### config.mk
export PLATFORM = sky130hd
export DESIGN_NAME = gcd_sequencer
export DESIGN_NICKNAME = d
export VERILOG_FILES = /design/src/rtl/gcd_sequencer.sv
export SDC_FILE = /design/constraint.sdc
export NUM_CORES = 1
export LEC_CHECK = 0
export CAP_MARGIN = 20
export CORE_MARGIN = 1
export CORE_UTILIZATION = 57
export DETAILED_ROUTE_END_ITERATION = 8
export GPL_TIMING_DRIVEN = 0
export PLACE_DENSITY = 0.83
export REMOVE_ABC_BUFFERS = 1
export SETUP_SLACK_MARGIN = 0.02
export SYNTH_ARGS = -nofsm -noshare
export SYNTH_HDL_FRONTEND = slang
export SYNTH_SLANG_ARGS = --single-unit
### constraint.sdc
create_clock -name clk -period 6.9 [get_ports clk]
set_input_delay 1.38 -clock clk [delete_from_list [all_inputs] [get_ports clk]]
set_output_delay 1.38 -clock clk [all_outputs]
set_load 0.005 [all_outputs]
### src/rtl/gcd_sequencer.sv
// -----------------------------------------------------------------------------
// gcd_sequencer
//   Iterative subtract/swap GCD engine. Owns the A/B operand registers and
//   produces the Control/FlagZ pair consumed by the downstream swap stage.
//   One RUN step per clock: terminate on B==0, swap when A<B, otherwise A-=B.
//
// Ports
//   clk      : rising-edge clock
//   rst      : synchronous active-high reset
//   start    : load request, honoured only in IDLE
//   a_in     : operand A, captured with an accepted start
//   b_in     : operand B, captured with an accepted start
//   busy     : operation in progress
//   done     : one-cycle completion pulse
//   result   : GCD of the last completed operation (held)
//   steps    : RUN cycles used by the last operation (held, saturating)
//   Control  : 0 = swap this cycle, 1 = keep order (combinational)
//   FlagZ    : B register is zero (combinational)
//   ra_q     : current A register
//   rb_q     : current B register
// -----------------------------------------------------------------------------
module gcd_sequencer #(
  parameter int W = 8
) (
  input  logic           clk,
  input  logic           rst,
  input  logic           start,
  input  logic [W-1:0]   a_in,
  input  logic [W-1:0]   b_in,
  output logic           busy,
  output logic           done,
  output logic [W-1:0]   result,
  output logic [2*W-1:0] steps,
  output logic           Control,
  output logic           FlagZ,
  output logic [W-1:0]   ra_q,
  output logic [W-1:0]   rb_q
);

  typedef enum logic [0:0] {
    ST_IDLE = 1'b0,
    ST_RUN  = 1'b1
  } state_t;

  state_t         r_state;
  state_t         w_state_nxt;
  logic [W-1:0]   r_a;
  logic [W-1:0]   r_b;
  logic [2*W-1:0] r_cnt;
  logic           r_busy;
  logic           r_done;
  logic [W-1:0]   r_result;
  logic [2*W-1:0] r_steps;

  logic [W-1:0]   w_a_nxt;
  logic [W-1:0]   w_b_nxt;
  logic [2*W-1:0] w_cnt_nxt;
  logic           w_busy_nxt;
  logic           w_done_nxt;
  logic [W-1:0]   w_result_nxt;
  logic [2*W-1:0] w_steps_nxt;

  logic           w_b_zero;
  logic           w_a_lt_b;

  // Step counter increment that sticks at all-ones instead of wrapping.
  function automatic logic [2*W-1:0] sat_inc(input logic [2*W-1:0] v);
    logic [2*W-1:0] r;
    if (v == {(2*W){1'b1}}) begin
      r = v;
    end else begin
      r = v + {{(2*W-1){1'b0}}, 1'b1};
    end
    return r;
  endfunction

  assign w_b_zero = (r_b == {W{1'b0}});
  assign w_a_lt_b = (r_a < r_b);

  // Swap-stage controls: a swap is requested only by a live RUN step with A<B.
  assign FlagZ   = w_b_zero;
  assign Control = ~((r_state == ST_RUN) & ~w_b_zero & w_a_lt_b);

  assign busy   = r_busy;
  assign done   = r_done;
  assign result = r_result;
  assign steps  = r_steps;
  assign ra_q   = r_a;
  assign rb_q   = r_b;

  // Next-state and datapath update for one GCD step.
  always_comb begin
    w_state_nxt  = r_state;
    w_a_nxt      = r_a;
    w_b_nxt      = r_b;
    w_cnt_nxt    = r_cnt;
    w_busy_nxt   = r_busy;
    w_done_nxt   = 1'b0;
    w_result_nxt = r_result;
    w_steps_nxt  = r_steps;
    case (r_state)
      ST_IDLE: begin
        if (start) begin
          w_a_nxt     = a_in;
          w_b_nxt     = b_in;
          w_cnt_nxt   = {(2*W){1'b0}};
          w_busy_nxt  = 1'b1;
          w_state_nxt = ST_RUN;
        end else begin
          w_state_nxt = ST_IDLE;
        end
      end
      ST_RUN: begin
        w_cnt_nxt = sat_inc(r_cnt);
        if (w_b_zero) begin
          // Terminal step: the step being executed now is counted too.
          w_result_nxt = r_a;
          w_steps_nxt  = sat_inc(r_cnt);
          w_done_nxt   = 1'b1;
          w_busy_nxt   = 1'b0;
          w_state_nxt  = ST_IDLE;
        end else if (w_a_lt_b) begin
          w_a_nxt = r_b;
          w_b_nxt = r_a;
        end else begin
          // A >= B here, so the subtraction cannot underflow.
          w_a_nxt = r_a - r_b;
        end
      end
      default: begin
        w_busy_nxt  = 1'b0;
        w_state_nxt = ST_IDLE;
      end
    endcase
  end

  // State and datapath registers; reset overrides any operation in flight.
  always_ff @(posedge clk) begin
    if (rst) begin
      r_state  <= ST_IDLE;
      r_a      <= {W{1'b0}};
      r_b      <= {W{1'b0}};
      r_cnt    <= {(2*W){1'b0}};
      r_busy   <= 1'b0;
      r_done   <= 1'b0;
      r_result <= {W{1'b0}};
      r_steps  <= {(2*W){1'b0}};
    end else begin
      r_state  <= w_state_nxt;
      r_a      <= w_a_nxt;
      r_b      <= w_b_nxt;
      r_cnt    <= w_cnt_nxt;
      r_busy   <= w_busy_nxt;
      r_done   <= w_done_nxt;
      r_result <= w_result_nxt;
      r_steps  <= w_steps_nxt;
    end
  end

endmodule

# Yosys cells after proc, flatten, opt, wreduce, memory -nomap -nowiden
# Cells that the tools add are included.
[totals]
register_bits = 59
input_bits = 19
out_inout_bits = 44
wordCells = 45
[classes]
n_addsub = 2
order_cmp = 1
eq_ne = 5
muxes = 18
n_bitwise = 5
n_reduce_logical = 6
[ops]
columns = ["op", "n"]
rows = [
  ["8-bit 2-to-1 mux", 6],
  ["16-bit 2-to-1 mux", 2],
  ["16-bit one-hot mux with 2 select lines", 1],
  ["8-bit one-hot mux with 2 select lines", 2],
  ["16-bit by 1-bit adder with 16-bit output, second input constant", 1],
  ["16-bit equality test, second input constant", 1],
  ["8-bit logical NOT", 1],
  ["8-bit < comparator", 1],
  ["8-bit subtractor", 1],
  ["2-bit AND reduction", 3],
  ["1-bit 2-to-1 mux", 5],
  ["2-bit by 1-bit inequality test with 1-bit output, second input constant", 2],
  ["2-bit inequality test, second input constant", 2],
  ["1-bit one-hot mux with 2 select lines", 2],
  ["1-bit NOT", 3],
  ["3-bit AND reduction", 1],
  ["1-bit bitwise AND", 2],
  ["2-bit OR reduction", 1],
]

# Depth between registers and ports, before layout
# Gate-level depths: netlist of run 1.
[logic_depth]
word_depth = 5
ltp_mapped = 9
mapped_depth_nobuf = 8

# Worst setup path after synthesis of run 1
# Ideal clock, no wire load.
[synth_timing]
kind = "reg-to-output"
startpoint = "register r_a[0], in the netlist ra_q[0]"
endpoint = "output port Control"
arrival_time_ps = 1762
t_required_ps = 5520
setup_slack_ps = 3758
path_stages_with_launch = 9
path_buffers = 1
path_cell_list = "dfxtp_1 -> inv_1 -> ha_1 -> fa_1 -> nand2b_1 -> a211oi_4 -> nor2_2 -> buf_6 -> nand2_1"
[synth_between]
elab_chain_len = 3
[synth_lines]
columns = ["element", "line_no", "source"]
rows = [
  ["start, declared", "47", "logic [W-1:0] r_a;"],
  ["start signal, assigned", "141", "r_a <= {W{1'b0}};"],
  ["start signal, assigned", "150", "r_a <= w_a_nxt;"],
  ["8-bit < comparator", "78", "assign w_a_lt_b = (r_a < r_b);"],
  ["1-bit bitwise AND", "82", "assign Control = ~((r_state == ST_RUN) & ~w_b_zero & w_a_lt_b);"],
  ["1-bit NOT", "82", ""],
  ["end, declared", "34", "output logic Control,"],
]
# No other way between the ends.

# Final worst setup path of run 1
# Ends and elaborated chain as after synthesis.

==> flow_summary.rst, run 1 <==
.. list-table::
   :header-rows: 1

   * - Metric
     - Value
   * - Final Max Slew Viols
     - 0
   * - Maximum clock skew at final layout
     - approximately 7.6 ps
   * - Leak pwr
     - ~1.4 nW
   * - Syn-to-layout area delta
     - 23.7%
   * - Maximum buffer depth of the clock tree
     - 2
   * - TritonCTS clock tree
     - done
   * - Post-detailed-route count of antenna-violating nets
     - 0
   * - Logic depth of the worst register-to-register path
     - 4
   * - Register cell area after layout
     - approximately 1200 um2
   * - Final nets
     - 479
   * - Per-cell via count in the routed design
     - around 6.2
   * - Setup_tns
     - 0 ps
   * - Gate count after technology mapping
     - 400
   * - Unrepaired setup endpoints after global routing
     - false
   * - Number of violations reported at the end of detailed-routing iteration 0
     - between 150 and 200
   * - WHS Path Cells
     - 2
   * - Ports
     - 63
   * - WHS
     - 449 ps
   * - Setup crit start kind
     - flip-flop
   * - Routed wire length per instance
     - about 16 um
   * - Post-route cell area
     - 4170 um2
   * - Count of buffers from port buffering
     - 62
   * - Final setup fails
     - 0
   * - Total global-route track usage
     - roughly 28%
   * - Final worst path period share
     - between 50 and 60%
   * - Number of antenna violations at the first check in global routing
     - 0
   * - Reg2Reg Launch Point
     - r_state
   * - Post-layout minimum cycle time
     - 4130 ps
   * - Peak supply drop
     - approximately 190 uV
   * - Via count
     - about 3300
   * - Placeable Area
     - around 5600 um2
   * - Crit Path Category
     - flip-flop to output pin
   * - EDFF count, synth
     - 0
   * - Reported max-cap violation count
     - 0
   * - Path category of the worst min-delay check
     - flip-flop to flip-flop
   * - Main flop type after synthesis
     - sky130_fd_sc_hd__dfxtp_1
   * - Global-route wire length before repair
     - between 10000 and 15000 um
   * - Number of different library cells in the post-synthesis netlist
     - 66
   * - Slowest stage delay, CP
     - ~500 ps
   * - Resized Gates After CTS
     - 0
   * - #FFs+latches synth
     - 59
   * - Cells along the critical path
     - inv_1, ha_1, fa_1, nand2b_1, a211oi_4, nor2_2, nand2_1, clkdlybuf4s50_1
   * - Total half-perimeter wirelength after legalization and detailed placement
     - roughly 5500 um
   * - Kind of end point of the critical path
     - output pin
   * - Post-Synthesis Cell Area
     - approximately 3400 um2
   * - Mean instance size in the synthesized netlist
     - roughly 8.4 um2
   * - Worst Setup Slack, final
     - between 2000 and 3000 ps
   * - Ratio of total power to cell area
     - around 270 nW/um2
   * - Number of global-route vias before repair
     - just over 3000
   * - Total clock sinks
     - a little under 60
   * - Flop2flop setup slack
     - between 4000 and 5000 ps
   * - YS warnings
     - 0
   * - Min-delay src
     - steps[9]
   * - Data arrival time at the worst-slack endpoint
     - 2750 ps
   * - Number of detailed-route iterations in the first pass
     - 5
   * - Final wirelength
     - around 8500 um
   * - Starting density of the core
     - roughly three fifths
   * - Endpoint of the worst hold-timing path
     - steps[9]
   * - CTS clock-pin slew for the worst setup and hold paths
     - ~70 ps
   * - Total area of multi-input combinational cells
     - ~2000 um2
   * - Worst reg2reg endpoint
     - steps[9]
   * - Maximum number of pins on one net before global-route repair
     - 50
   * - CP max stage cell
     - sky130_fd_sc_hd__clkdlybuf4s50_1
   * - Proportion of register bits with asynchronous set or reset after synthesis
     - 0%
   * - Clock buffers created by TritonCTS
     - 9
   * - Number of diodes
     - 0
   * - Die outline height
     - just under 80 um
   * - Cell at the root of the clock tree
     - sky130_fd_sc_hd__clkbuf_8
   * - Hold buffers post-CTS
     - 0
   * - Req. time, crit path
     - between 5000 and 6000 ps
   * - Number of remaining DRC errors
     - 0
   * - Worst slew margin relative to its limit
     - 31.8%
   * - F_max
     - roughly 0.24 GHz
   * - Post-CTS repair timing setup buffer count
     - 0
   * - Final global-route overflow total
     - 0
   * - Area of the die
     - between 6000 and 7000 um2
   * - Width of the chip
     - 78.9 um
   * - Clk_lat worst skew
     - ~340 ps
   * - Final Hold Violating Endpoints
     - 0
   * - Maximum net fanout on the critical path
     - 11
   * - Worst Tran Pin Value
     - approximately 1000 ps
   * - Share of layout cells above drive strength 1
     - approximately a tenth
   * - Final RePlAce weighted congestion
     - around 0.8
   * - Post-Place Worst Slack
     - approximately 3200 ps
   * - Result of the run
     - completed
   * - Site row count
     - 27
   * - Fill cell instance count of the final layout
     - about 440
   * - Sequential fraction of the synthesis area
     - 35.0%
   * - CTS H-tree lvls
     - 3
   * - Post-place instance area
     - 3970 um2
[through the flow]
step	utilization (%)	power, mW	instances
after detailed placement	70.8	0.849	509
after global placement	70.3	0.834	507
after global routing	74.4	1.18	527
after floorplan	-	0.695	373
final	74.4	1.12	527
after CTS	73.7	1.11	525
[synthesized netlist by cell type (all sizes together), types with 7 or more instances]
| master | n | area share, % |
|---|---|---|
| o21ai | 15 | 2.8 |
| nor2 | 34 | 3.9 |
| clkbuf | 13 | 1.5 |
| inv | 15 | 1.7 |
| a211oi | 18 | 5.6 |
| dfxtp | 59 | 35 |
| nor3 | 10 | 1.5 |
| buf | 14 | 2.7 |
| nand2 | 46 | 5.1 |
| a311oi | 7 | 1.8 |
| a21oi | 33 | 5.3 |
| nand3 | 19 | 2.8 |
| ha | 9 | 3.3 |
| mux2i | 16 | 4.7 |
[metal layers]
metal  track usage [%]  share of wire [%]
met5                 0                  0
met4              10.9                1.7
met3              5.98                7.2
met2              45.1                 45
met1              37.5                 46
[sequential cells by signal, indices dropped and copies added (netlist names)]
signal,count
r_state,1
r_cnt,16
done,1
ra_q,8
busy,1
rb_q,8
steps,16
result,8
[cells by family after synthesis]
group	after synthesis	share of synthesized area, %
and+or+nand+nor	155	23.6
AOI/OAI and AO/OA	108	24.1
DFF	59	35.0
buffers and inverters	42	5.93
muxes	17	5.08
adders and majority gates	10	3.93
xor gates and xnor gates	9	2.34
[power breakdown]
part | total, mW | switching [mW] | internal, mW
Sequential | 0.426 | 0.0526 | 0.373
Combinational | 0.432 | 0.222 | 0.210
Clock | 0.266 | 0.138 | 0.128
Total | 1.12 | 0.412 | 0.712
[how the worst max path moves through the flow]
stage | slack, ps | to | cells after the start | startpoint
3_5_place_dp | 3190 | Control | 8 | ra_q[0]
6_report | 2770 | Control | 8 | ra_q[0]
4_1_cts | 2800 | Control | 8 | ra_q[0]
5_1_grt | 2620 | Control | 8 | ra_q[0]
2_1_floorplan | 3810 | Control | 7 | ra_q[0]
3_3_place_gp | 2370 | r_cnt[7] | 4 | rst
[worst max-delay path, delay by kind of cell, from the launching register on]
family	cells	cell delay (ps)
flip-flops	1	400
adder cells (fa/ha/maj)	2	630
AND/OR/NAND/NOR	3	510
buffers and inverters	2	560
AO/OA/AOI/OAI	1	310
[final cells by class]
type | instances | share of cell area, %
Timing Repair Buffer | 66 | 16.5
Clock inverter | 5 | 0.720
Multi-Input combinational cell | 299 | 47.8
Tap cell | 72 | 2.16
Sequential cell | 59 | 28.3
Inverter | 15 | 1.35
Clock buffer | 11 | 3.15
[cells in the final DEF (no fill, tap or decap), types with 4 or more instances in the layout]
| cell | netlist | final |
|---|---|---|
| sky130_fd_sc_hd__nand2b_1 | 4 | 4 |
| sky130_fd_sc_hd__clkbuf_8 | 0 | 9 |
| sky130_fd_sc_hd__a21oi_2 | 4 | 4 |
| sky130_fd_sc_hd__o21ai_0 | 12 | 12 |
| sky130_fd_sc_hd__inv_1 | 15 | 15 |
| sky130_fd_sc_hd__nor2b_1 | 4 | 4 |
| sky130_fd_sc_hd__nor3_1 | 10 | 10 |
| sky130_fd_sc_hd__ha_1 | 9 | 9 |
| sky130_fd_sc_hd__clkdlybuf4s50_1 | 0 | 61 |
| sky130_fd_sc_hd__dfxtp_1 | 59 | 58 |
| sky130_fd_sc_hd__nor2_1 | 33 | 33 |
| sky130_fd_sc_hd__a21oi_1 | 29 | 29 |
| sky130_fd_sc_hd__o311ai_0 | 4 | 4 |
| sky130_fd_sc_hd__nand3b_1 | 4 | 4 |
| sky130_fd_sc_hd__xnor2_1 | 6 | 6 |
| sky130_fd_sc_hd__a211oi_1 | 9 | 9 |
| sky130_fd_sc_hd__a311oi_1 | 7 | 7 |
| sky130_fd_sc_hd__a211oi_2 | 8 | 8 |
| sky130_fd_sc_hd__nand2_1 | 46 | 46 |
| sky130_fd_sc_hd__and4_1 | 5 | 5 |
| sky130_fd_sc_hd__a31oi_1 | 4 | 4 |
| sky130_fd_sc_hd__nand4_1 | 5 | 5 |
| sky130_fd_sc_hd__nand3_1 | 19 | 19 |
| sky130_fd_sc_hd__mux2i_1 | 16 | 16 |
Note: power is estimated with default switching activity, not from simulation.
==> run 2: changes to the inputs <==
Settings changed: CORE_UTILIZATION 57 to 47, PLACE_DENSITY 0.83 to 0.73.
Clock period 6.9 ns to 3.35 ns, I/O delays scaled along.
==> flow_summary.rst, run 2 (synthesis gave the netlist of run 1 again) <==
.. list-table::
   :header-rows: 1

   * - Metric
     - Value
   * - Proportion of power drawn by the clock network
     - a little over a quarter
   * - Cells along the critical path
     - inv_1, ha_1, fa_1, nand2b_2, a211oi_4, nor2_4, nand2_1, clkdlybuf4s50_1
   * - Per-cell via count in the routed design
     - 5.71
   * - Clock buffers created by TritonCTS
     - 9
   * - Leak pwr
     - around 1.5 nW
   * - Kind of end point of the critical path
     - output pin
   * - Crit Path Category
     - flip-flop to output pin
   * - Ports
     - 63
   * - Worst slew margin relative to its limit
     - ~42%
   * - Worst Setup Slack, final
     - ~150 ps
   * - Starting density of the core
     - slightly below 50%
   * - Placeable Area
     - roughly 6900 um2
   * - Result of the run
     - completed
   * - Met2 WL
     - between 3000 and 4000 um
   * - Post-route total power
     - approximately 2.5 mW
   * - Die outline height
     - between 80 and 90 um
   * - Logic depth of the worst register-to-register path
     - 9
   * - Maximum buffer depth of the clock tree
     - 2
   * - Total area of multi-input combinational cells
     - approximately 2000 um2
   * - Setup_tns
     - 0 ps
   * - Number of violations reported at the end of detailed-routing iteration 0
     - 201
   * - Total clock sinks
     - 59
   * - Total half-perimeter wirelength after legalization and detailed placement
     - 5740 um
   * - Share of layout cells above drive strength 1
     - 12.0%
   * - Count of buffers from port buffering
     - 62
   * - Worst reg2reg endpoint
     - ra_q[1]
   * - Most common cell after layout, fill and taps aside
     - sky130_fd_sc_hd__clkdlybuf4s50_1
   * - Peak supply drop
     - around 290 uV
   * - Setup crit start kind
     - flip-flop
   * - Final setup fails
     - 0
   * - Endpoint of the worst hold-timing path
     - steps[9]
   * - Data arrival time at the worst-slack endpoint
     - around 2500 ps
   * - Part of the total power dissipated in sequential elements
     - 34.1%
   * - Most frequent cells in the layout
     - sky130_fd_sc_hd__clkdlybuf4s50_1 (61), sky130_fd_sc_hd__dfxtp_1 (57), sky130_fd_sc_hd__nand2_1 (46), sky130_fd_sc_hd__nor2_1 (33), sky130_fd_sc_hd__a21oi_1 (29)
   * - Maximum clock skew at final layout
     - 9.37 ps
   * - TritonCTS clock tree
     - done
   * - Number of antenna violations at the first check in global routing
     - 0
   * - Number of global-route vias before repair
     - between 2000 and 3000
   * - Worst Tran Pin Value
     - ~860 ps
   * - F_max
     - 0.313 GHz
   * - CP max stage cell
     - sky130_fd_sc_hd__clkdlybuf4s50_1
   * - Hold buffers post-CTS
     - 0
   * - Register cell area after layout
     - roughly 1200 um2
   * - Final RePlAce weighted congestion
     - 0.859
   * - Final nets
     - 484
   * - Path category of the worst min-delay check
     - flip-flop to flip-flop
   * - Post-detailed-route count of antenna-violating nets
     - 0
   * - CP top delay family
     - adder cells
   * - Top routing layer in use
     - met4
   * - Switching Power
     - 866 uW
   * - Met3 wire length
     - around 460 um
   * - Path length in cells of the critical path
     - 8
   * - Maximum net fanout on the critical path
     - 6
   * - Fill cell instance count of the final layout
     - between 600 and 700
   * - Number of detailed-route iterations in the first pass
     - 5
   * - Internal power
     - roughly 1.7 mW
   * - Clk_lat worst skew
     - 340 ps
   * - Syn-to-layout area delta
     - 27.8%
   * - Routed wire length per instance
     - around 15 um
   * - Combinational share of power
     - 38.5%
   * - Area of the die
     - 7520 um2
   * - Wl on met1
     - approximately 4200 um
   * - Post-layout minimum cycle time
     - around 3200 ps
   * - Switching power as a share of total power
     - about a third
   * - WHS Path Cells
     - 2
   * - Cell at the root of the clock tree
     - sky130_fd_sc_hd__clkbuf_8
   * - CTS H-tree lvls
     - 3
   * - Ratio of total power to cell area
     - 590 nW/um2
   * - Final wirelength
     - between 8000 and 9000 um
   * - Maximum number of pins on one net before global-route repair
     - 51
   * - Flop2flop setup slack
     - between 800 and 900 ps
   * - Total global-route track usage
     - between 20% and 30%
   * - CTS clock-pin slew for the worst setup and hold paths
     - 60 ps
   * - Final Hold Violating Endpoints
     - 0
   * - Post-Place Worst Slack
     - between 200 and 300 ps
   * - Number of diodes
     - 0
   * - Final Max Slew Viols
     - 0
   * - Global-route wire length before repair
     - between 10000 and 15000 um
   * - Slowest stage delay, CP
     - around 500 ps
   * - Buffer and inverter count on the worst path
     - 2
   * - Req. time, crit path
     - around 2700 ps
   * - Unrepaired setup endpoints after global routing
     - false
   * - Min-delay src
     - steps[9]
   * - Final global-route overflow total
     - 0
   * - Via count
     - between 3000 and 4000
   * - Site row count
     - 30
   * - Width of the chip
     - ~87 um
   * - Final worst path period share
     - a little over nine tenths
   * - Reg2Reg Launch Point
     - ra_q[0]
   * - Reported max-cap violation count
     - 0
   * - Number of remaining DRC errors
     - 0
## run 2: power by group through the flow
stage / logic (mW) / registers [mW] / clock network, mW
3_5_place_dp: 0.889 / 0.877 / 0
6_report: 0.979 / 0.866 / 0.697
5_1_grt: 1.06 / 0.879 / 0.746
3_3_place_gp: 0.842 / 0.888 / 0
2_1_floorplan: 0.566 / 0.865 / 0
4_1_cts: 0.909 / 0.863 / 0.715
## run 2: layout make-up
cell class / instances / share of cell area (%)
clock inverters: 1 / 0.696
flip-flops and latches: 59 / 27.4
inverters: 15 / 1.31
well taps: 96 / 2.79
repair buffers: 71 / 16.9
clock buffers: 14 / 4.24
multi-input cells: 299 / 46.6
## run 2: through the flow
stage	area (um2)	hold slack [ps]	utilization, %	cells
CTS	4250	453	61.9	549
finish	4310	450	62.8	555
floorplan	3230	442	-	373
detailed placement	4020	444	58.6	533
global route	4310	468	62.8	555
global placement	3970	441	57.8	531
## run 2: worst max-delay path by stage
stage               slack [ps]  endpoint    start
floorplan                  630  steps[9]  r_state
global placement          -570  steps[9]  r_state
detailed placement         270   Control  ra_q[0]
CTS                         40   Control  ra_q[0]
global route                40   Control  ra_q[0]
finish                     150   Control  ra_q[0]
## run 2: what timing repair did
action | 4_1_cts | 5_1_grt
endpoints found under the setup margin | 1 | 1
gates resized for setup | 2 | 1
pin swaps | 1 | 2
cloned | 0 | 0
setup buffers | 1 | 4
## run 2: routing by layer
metal  vias to the layer above  track usage, %
met5                         -               0
met4                         0            8.64
met3                        12            4.76
met2                        83            35.6
met1                      1492            34.5
li1                       1580               -
## run 2: worst reg2reg max path: stages, from the launching register on
cell	delay [ps]
sky130_fd_sc_hd__dfxtp_2	360
sky130_fd_sc_hd__inv_1	50
sky130_fd_sc_hd__ha_1	220
sky130_fd_sc_hd__fa_1	400
sky130_fd_sc_hd__nand2b_2	230
sky130_fd_sc_hd__a211oi_4	270
sky130_fd_sc_hd__nor2_4	80
sky130_fd_sc_hd__buf_4	170
sky130_fd_sc_hd__or3b_1	370
sky130_fd_sc_hd__a311oi_1	250
==> run 3: changes to the inputs <==
Settings changed: TNS_END_PERCENT set to 5.
==> results of run 3 <==
No change in the layout: final DEF, timing and power equal those of run 2.
